**config.mk**
```make
export PLATFORM = sky130hd
export DESIGN_NAME = board_input_ctrl
export DESIGN_NICKNAME = d
export VERILOG_FILES = /design/src/rtl/board_input_ctrl_pkg.sv /design/src/rtl/board_input_ctrl_debounce_bit.sv /design/src/rtl/board_input_ctrl.sv
export SDC_FILE = /design/constraint.sdc
export NUM_CORES = 1
export LEC_CHECK = 0
export CORE_MARGIN = 2
export CORE_UTILIZATION = 55
export CTS_BUF_LIST = sky130_fd_sc_hd__clkbuf_2
export CTS_CLUSTER_DIAMETER = 60
export DETAILED_ROUTE_END_ITERATION = 8
export PLACE_DENSITY = 0.74
export SLEW_MARGIN = 20
export SYNTH_ARGS = -nofsm -noshare
export SYNTH_HDL_FRONTEND = slang
export SYNTH_SLANG_ARGS = --single-unit
```
**constraint.sdc**
```tcl
create_clock -name clk -period 2.3 [get_ports clk]
set_input_delay 0.23 -clock clk [delete_from_list [all_inputs] [get_ports clk]]
set_output_delay 0.23 -clock clk [all_outputs]
set_load 0.1 [all_outputs]
```
**src/rtl/board_input_ctrl_pkg.sv**
```systemverilog
// rtl/board_input_ctrl_pkg.sv - register offsets, button indices and helpers shared with the CPU side
package board_input_ctrl_pkg;

    localparam logic [1:0] REG_SW  = 2'd0;
    localparam logic [1:0] REG_BTN = 2'd1;
    localparam logic [1:0] REG_EVT = 2'd2;
    localparam logic [1:0] REG_TS  = 2'd3;

    localparam int BTN_C = 0;
    localparam int BTN_R = 1;
    localparam int BTN_L = 2;
    localparam int BTN_D = 3;
    localparam int BTN_U = 4;

    localparam int NUM_BTN = BTN_U + 1;
    localparam int NUM_SW  = 16;
    localparam int NUM_IN  = NUM_BTN + NUM_SW;

    // Lowest set index wins when several buttons rise on the same edge.
    function automatic logic [2:0] lowest_btn(input logic [NUM_BTN-1:0] v);
        logic [2:0] idx;
        idx = '0;
        for (int i = NUM_BTN - 1; i >= 0; i--) begin
            if (v[i]) idx = 3'(i);
        end
        return idx;
    endfunction

endpackage

```
**src/rtl/board_input_ctrl_debounce_bit.sv**
```systemverilog
// rtl/board_input_ctrl_debounce_bit.sv - 2-FF synchroniser plus stability counter for one board input
module debounce_bit #(
    parameter int DEBOUNCE_CYCLES = 1000
) (
    input  logic clk,
    input  logic reset,
    input  logic raw,
    output logic level
);

    localparam int CW = $clog2(DEBOUNCE_CYCLES);
    localparam logic [CW-1:0] CNT_MAX = CW'(DEBOUNCE_CYCLES - 1);

    logic          sync1;
    logic          sync2;
    logic [CW-1:0] cnt;

    always_ff @(posedge clk) begin
        if (reset) begin
            sync1 <= 1'b0;
            sync2 <= 1'b0;
            cnt   <= '0;
            level <= 1'b0;
        end else begin
            sync1 <= raw;
            sync2 <= sync1;
            // Any return to the accepted level restarts the count, rejecting glitches.
            if (sync2 == level) begin
                cnt <= '0;
            end else if (cnt == CNT_MAX) begin
                level <= sync2;
                cnt   <= '0;
            end else begin
                cnt <= cnt + CW'(1);
            end
        end
    end

endmodule

```
**src/rtl/board_input_ctrl.sv**
```systemverilog
// rtl/board_input_ctrl.sv - debounced buttons/switches, press events, press timestamps and CPU read port
module board_input_ctrl
    import board_input_ctrl_pkg::*;
#(
    parameter int DEBOUNCE_CYCLES = 1000,
    parameter int TS_WIDTH        = 24
) (
    input  logic                clk,
    input  logic                reset,
    input  logic [NUM_BTN-1:0]  btn_raw,
    input  logic [NUM_SW-1:0]   sw_raw,
    input  logic                rd_en,
    input  logic [1:0]          rd_sel,
    output logic [31:0]         rd_data,
    output logic [NUM_BTN-1:0]  btn_level,
    output logic                evt_pending
);

    logic [NUM_IN-1:0]   raw_all;
    logic [NUM_IN-1:0]   stable_all;
    logic [NUM_SW-1:0]   sw_stable;
    logic [NUM_BTN-1:0]  btn_stable;
    logic [NUM_BTN-1:0]  btn_stable_d;
    logic [NUM_BTN-1:0]  rise;
    logic [NUM_BTN-1:0]  evt;
    logic                clr;
    logic [TS_WIDTH-1:0] ts;
    logic [TS_WIDTH-1:0] last_ts;
    logic [2:0]          last_id;
    logic [23:0]         last_ts_ext;
    logic [31:0]         rd_next;

    assign raw_all = {btn_raw, sw_raw};

    for (genvar i = 0; i < NUM_IN; i++) begin : g_db
        debounce_bit #(
            .DEBOUNCE_CYCLES(DEBOUNCE_CYCLES)
        ) u_db (
            .clk   (clk),
            .reset (reset),
            .raw   (raw_all[i]),
            .level (stable_all[i])
        );
    end

    assign sw_stable  = stable_all[NUM_SW-1:0];
    assign btn_stable = stable_all[NUM_IN-1:NUM_SW];
    assign btn_level  = btn_stable;

    // Only presses matter; releases never create events.
    assign rise        = btn_stable & ~btn_stable_d;
    assign clr         = rd_en && (rd_sel == REG_EVT);
    assign evt_pending = |evt;
    assign last_ts_ext = 24'(last_ts);

    always_ff @(posedge clk) begin
        if (reset) begin
            btn_stable_d <= '0;
            evt          <= '0;
        end else begin
            btn_stable_d <= btn_stable;
            // A press landing on the clearing read survives into the next value.
            evt          <= (clr ? '0 : evt) | rise;
        end
    end

    always_ff @(posedge clk) begin
        if (reset) begin
            ts      <= '0;
            last_ts <= '0;
            last_id <= '0;
        end else begin
            ts <= ts + TS_WIDTH'(1);
            if (|rise) begin
                last_ts <= ts;
                last_id <= lowest_btn(rise);
            end
        end
    end

    always_comb begin
        rd_next = '0;
        case (rd_sel)
            REG_SW:  rd_next = {16'b0, sw_stable};
            REG_BTN: rd_next = {27'b0, btn_stable};
            REG_EVT: rd_next = {27'b0, evt};
            REG_TS:  rd_next = {5'b0, last_id, last_ts_ext};
            default: rd_next = '0;
        endcase
    end

    always_ff @(posedge clk) begin
        if (reset) begin
            rd_data <= '0;
        end else if (rd_en) begin
            rd_data <= rd_next;
        end
    end

endmodule
```
* After elaboration in Yosys (flattened, before gate mapping)
Cells that the tools add are included.
** Operators by class
- Add/sub/neg operators :: 22
- Eq/ne operators :: 45
- Mux-type cells :: 7
- Bitwise operators :: 24
- Reductions and logical operators :: 46
** Operator list (count)
- $add A10 B1 Y10 const B :: 21
- $eq A10 B10 Y1 const B :: 21
- $pmux W32 S4 :: 1
- $reduce_or A3 Y1 :: 21
- $reduce_and A2 Y1 :: 21
- $add A24 B1 Y24 const B :: 1
- $eq A1 B1 Y1 :: 21
- $not A1 Y1 :: 21
- $mux W3 :: 5
- $reduce_or A5 Y1 :: 2
- $and A5 B5 Y5 :: 1
- $mux W5 :: 1
- $not A5 Y5 :: 1
- $or A5 B5 Y5 :: 1
- $eq A2 B2 Y1 const B :: 2
- $eq A2 B1 Y1 const B :: 1
- $logic_not A2 Y1 :: 1
- $logic_and A1 B1 Y1 :: 1
** Word-level totals
- Flip-flop bits (word level) :: 366
- Output and inout bits :: 38

* Depth between registers and ports, before layout
Gate-level depths: netlist (run 1).
- Depth after elaboration :: 7
- Gate-level depth with buffers :: 6
- Gate-level depth less buffers :: 5

* Hierarchy
A second synthesis (run 1) with hierarchy kept.
** Unflattened totals
- Cells, all modules :: 1650
- Area total of the unflattened synthesis :: 15049.4 sq um
** By module, submodules not included
- debounce_bit (g_db[0].u_db ...) :: times used 20, cells each 59, area an instance 543.0 sq um, sequential area each 260.2 sq um
- board_input_ctrl :: times used 1, cells each 416, area an instance 3643.5 sq um, sequential area each 1761.7 sq um
- debounce_bit (g_db[9].u_db) :: times used 1, cells each 54, area an instance 545.5 sq um, sequential area each 260.2 sq um

* Least setup slack after synthesis (run 1)
No wires, ideal clock.
- Kind :: reg2reg
- From :: reg ts[8]
- To :: reg ts[22]
- Arrival :: 1.616 ns
- Data required time :: 2.230 ns
- Slack :: 0.613 ns
- Cell stages (with the launch flop) :: 6
- Clock period less this slack :: 1.687 ns
- Cell sequence :: dfxtp_1 nand4_2 or3_1 buf_2 or4_1 a21oi_1
** Between the ends
- Longest elaborated chain between the ends :: 1
** RTL lines
- start: declaration :: RTL line board_input_ctrl.sv:27 : logic [TS_WIDTH-1:0] ts;
- start signal: assignment :: RTL line board_input_ctrl.sv:73 : ts <= ts + TS_WIDTH'(1);
- $add A24 B1 Y24 :: RTL line board_input_ctrl.sv:73
No other way between the ends.
A chain may end at the register's enable or synchronous reset.

* Final worst setup path (run 1)
- From :: reg evt[3]
- To :: out evt_pending
** Between the ends
- Longest elaborated chain between the ends :: 1
** RTL lines
- start: declaration :: RTL line board_input_ctrl.sv:25 : logic [NUM_BTN-1:0] evt;
- start signal: assignment :: RTL line board_input_ctrl.sv:63 : evt <= (clr ? '0 : evt) | rise;
- $reduce_or A5 Y1 :: RTL line board_input_ctrl.sv:53 : assign evt_pending = |evt;
- end: declaration :: RTL line board_input_ctrl.sv:16 : output logic evt_pending
No other way between the ends.

==> impl_metrics.env, run 1 <==
export IMPL_p_int_uw=8090
export IMPL_worstHoldEndpoint="rd_data[4]"
export IMPL_crit_type="flop to output pin"
export IMPL_grt_util_met1=0.251
export IMPL_numCtsBuffers=90
export IMPL_first_pass_iters=5
export IMPL_synth_seq_cells=361
export IMPL_slew_viol_final=0
export IMPL_hpwl_um=17800
export IMPL_synth_edf_count=0
export IMPL_synth_ff_type="dfxtp_1"
export IMPL_gp_congestion=0.812
export IMPL_netlist_instances=1571
export IMPL_holdPathStages=4
export IMPL_yosys_warnings=0
export IMPL_finalCritPeriodShare=0.866
export IMPL_seqPwrFrac=0.586
export IMPL_p_comb_frac=0.037
export IMPL_ioPinCount=64
export IMPL_cts_tree="yes"
export IMPL_whs_ns=0.326
export IMPL_grt_antenna_before_repair=1
export IMPL_cts_sinks=361
export IMPL_cts_setup_buffers=0
export IMPL_leakage_uw=0.00578
export IMPL_met3_usage=0.0460
export IMPL_reg2reg_depth=5
export IMPL_synthXorXnorAreaFrac=0.123
export IMPL_synth_compound_area_frac=0.0429
export IMPL_required_ns=2.07
export IMPL_grt_busiest_layer="met2"
export IMPL_overflow=0
export IMPL_via_count=10700
export IMPL_grt_pass1_wl_um=45200
export IMPL_core_sq_um=25800
export IMPL_grt_pass1_vias=10400
export IMPL_cap_violations=0
export IMPL_timing_rr_end="ts[22]"
export IMPL_start_util=0.555
export IMPL_drtIter0Drc=584
export IMPL_insertion_delay_ns=0.88
export IMPL_nNetsFinal=1760
export IMPL_portBuffers=58
export IMPL_hp_start="rd_en"
export IMPL_antenna_left=0
export IMPL_synth_mux_area_frac=0.0269
export IMPL_finalHoldViolCount=0
export IMPL_skew_ns=0.0617
export IMPL_synth_avg_cell_area_sq_um=9.10
export IMPL_outcome="complete, no violations"
export IMPL_sw_frac_of_total=0.253
export IMPL_grt_util_all_layers=0.199
export IMPL_hold_path_class="input pin to flop"
export IMPL_drive_gt1_frac=0.116
export IMPL_rows=59
export IMPL_tightest_slew_ns=0.753
export IMPL_synth_seq_area_share=0.505
export IMPL_fillCellCount=2203
export IMPL_fp_dieH_um=165
export IMPL_ctsLongestPathBuffers=3
export IMPL_via_per_inst=5.10
export IMPL_grt_setup_unrepaired="no"
export IMPL_power_switching_uw=2730
export IMPL_cts_root_buf="clkbuf_2"
export IMPL_max_freq_mhz=502
export IMPL_min_period_ns=1.99
export IMPL_async_flop_share=0
export IMPL_end_kind="output pin"
export IMPL_wl_per_cell_um=12.6
export IMPL_worstSetupStartpointType="flop"
export IMPL_cts_max_level=3
export IMPL_finalSetupTns_ns=0
export IMPL_synth_distinct_cells=46
export IMPL_synth_simple_area_share=0.260
export IMPL_crit_fanout=3
export IMPL_regToRegStartpoint="ts[0]"
export IMPL_reg2reg_setup_slack_ns=0.39
export IMPL_drcViolationCount=0
export IMPL_worstPathArrival_ns=1.76
export IMPL_fp_dieW_um=165
export IMPL_setup_viol=0
export IMPL_relSlewSlack=0.498
export IMPL_clkTransAtPathRegs_ns=0.10
export IMPL_synthAdderAreaFrac=0.0192
export IMPL_die_area_sq_um=27300
export IMPL_power_density_nw_per_um2=669
export IMPL_grt_max_degree=73
export IMPL_synth_top_family_by_area="simple AND/OR/NAND/NOR gates"
export IMPL_ir_drop_mv=0.381
export IMPL_use_met2=0.330
export IMPL_p_clk_frac=0.377
export IMPL_syn_area_sq_um=14300
export IMPL_drt_total_wl_um=26600
export IMPL_area_delta_synth_final_pct=13.2
## final cells by class
type / count / area, sq um / area share
Timing Repair Buffer: 103 / 905 / 0.0559
Tap cell: 335 / 419 / 0.0259
Inverter: 17 / 63.8 / 0.00394
Clock buffer: 119 / 596 / 0.0368
Clock inverter: 32 / 191 / 0.0118
Antenna cell: 1 / 2.50 / 0.000155
Sequential cell: 361 / 7230 / 0.447
Multi-Input combinational cell: 1139 / 6780 / 0.419
## metal layers
metal | part of all wire | vias up
li1 | - | 5587
met3 | 0.040 | 44
met4 | 0.018 | 0
met1 | 0.48 | 4946
met5 | 0 | -
met2 | 0.46 | 170
## flip-flops by register name (all words and copies together) (netlist names)
register         cells
g_db.u_db.cnt      210
rd_data             27
last_ts             24
ts                  24
g_db.u_db.level     21
g_db.u_db.sync1     21
g_db.u_db.sync2     21
btn_stable_d         5
evt                  5
last_id              3
## critical path, stage by stage (launching register included)
cell     delay, ns
dfxtp_1       0.35
nor3_1        0.18
nand2_1       0.12
buf_4         0.25
## cells in the final DEF (no fill, tap or decap), types with 3 or more instances in the layout
| cell | instances |
|---|---|
| nor3_1 | 53 |
| inv_1 | 17 |
| and4_1 | 6 |
| or4_1 | 16 |
| nand2_1 | 108 |
| a22oi_1 | 11 |
| xnor2_1 | 124 |
| dlygate4sd3_1 | 24 |
| clkdlybuf4s50_1 | 23 |
| a211oi_1 | 12 |
| conb_1 | 5 |
| mux2i_1 | 26 |
| a21oi_1 | 49 |
| or3b_2 | 5 |
| and2_1 | 17 |
| xor2_1 | 77 |
| o21ai_0 | 31 |
| clkbuf_2 | 119 |
| and3_1 | 21 |
| nor2_1 | 298 |
| mux4_2 | 5 |
| nand3_1 | 88 |
| clkinv_1 | 20 |
| nor2b_1 | 52 |
| buf_4 | 53 |
| or3_1 | 6 |
| nand2b_1 | 36 |
| ha_1 | 22 |
| o31ai_1 | 3 |
| nand4_1 | 40 |
| clkinv_2 | 5 |
| dfxtp_1 | 361 |
| nor4_1 | 12 |
## Yosys cell counts, types with 21 or more instances
master / number / share of area
xor2_1: 77 / 0.047
xnor2_1: 124 / 0.076
mux2i_1: 26 / 0.018
o21ai_0: 31 / 0.011
nor2_1: 298 / 0.078
a21oi_1: 49 / 0.017
ha_1: 22 / 0.019
nor2b_1: 52 / 0.023
nand3_1: 88 / 0.031
nand2b_1: 36 / 0.016
clkbuf_1: 41 / 0.011
dfxtp_1: 361 / 0.51
nor3_1: 53 / 0.019
and3_1: 21 / 0.0092
nand2_1: 108 / 0.028
nand4_1: 40 / 0.017
## cell families (layout without fill, tap and decap cells)
group | Yosys count | in the layout
simple gates | 771 | 771
flops | 361 | 361
xor+xnor | 201 | 201
compound gates | 108 | 108
buf+inv | 75 | 271
mux | 32 | 32
fa+ha+maj | 22 | 22
other cells | 1 | 6
## how the worst max path moves through the flow
stage	startpoint	to	slack, ns	cells after the start
2_1_floorplan	ts[8]	ts[22]	0.61	5
3_3_place_gp	rd_sel[1]	rd_data[10]	0.47	5
6_report	evt[3]	evt_pending	0.31	3
3_5_place_dp	rd_sel[1]	rd_data[10]	0.38	5
5_1_grt	evt[3]	evt_pending	0.17	3
4_1_cts	evt[3]	evt_pending	0.22	3
## per-stage QoR
| step | power, uW | worst slack, ns | std cells | instance area, sq um | util |
|---|---|---|---|---|---|
| 6_report | 10800 | 0.308 | 2107 | 16200 | 0.628 |
| 5_1_grt | 11300 | 0.167 | 2107 | 16200 | 0.628 |
| 4_1_cts | 11000 | 0.222 | 2106 | 16200 | 0.628 |
| 3_5_place_dp | 6860 | 0.383 | 1931 | 15200 | 0.588 |
| 3_3_place_gp | 6850 | 0.474 | 1931 | 15200 | 0.588 |
| 2_1_floorplan | 6740 | 0.613 | 1575 | 14300 | - |
## power groups by stage
stage               clock (uW)  sequential, uW  combinational [uW]
finish                    4080            6340                 399
detailed placement           0            6490                 370
floorplan                    0            6540                 199
CTS                       4250            6340                 402
global placement             0            6480                 367
global route              4560            6350                 434
## repair_timing
action | 4_1_cts | 5_1_grt
hold endpoints to repair | 131 | 0
gates resized for setup | 0 | 0
setup endpoints to repair | 0 | 0
hold buffers | 24 | 0
(Power assumes the default switching activity.)
==> inputs of run 2 (changes only) <==
--- a/config.mk
+++ b/config.mk
@@ -5,6 +5,7 @@
 export SDC_FILE = /design/constraint.sdc
 export NUM_CORES = 1
 export LEC_CHECK = 0
+export ABC_AREA = 0
 export CORE_MARGIN = 2
 export CORE_UTILIZATION = 55
 export CTS_BUF_LIST = sky130_fd_sc_hd__clkbuf_2
==> results of run 2 <==
The final DEF is identical to that of run 1; final timing and power are the same.
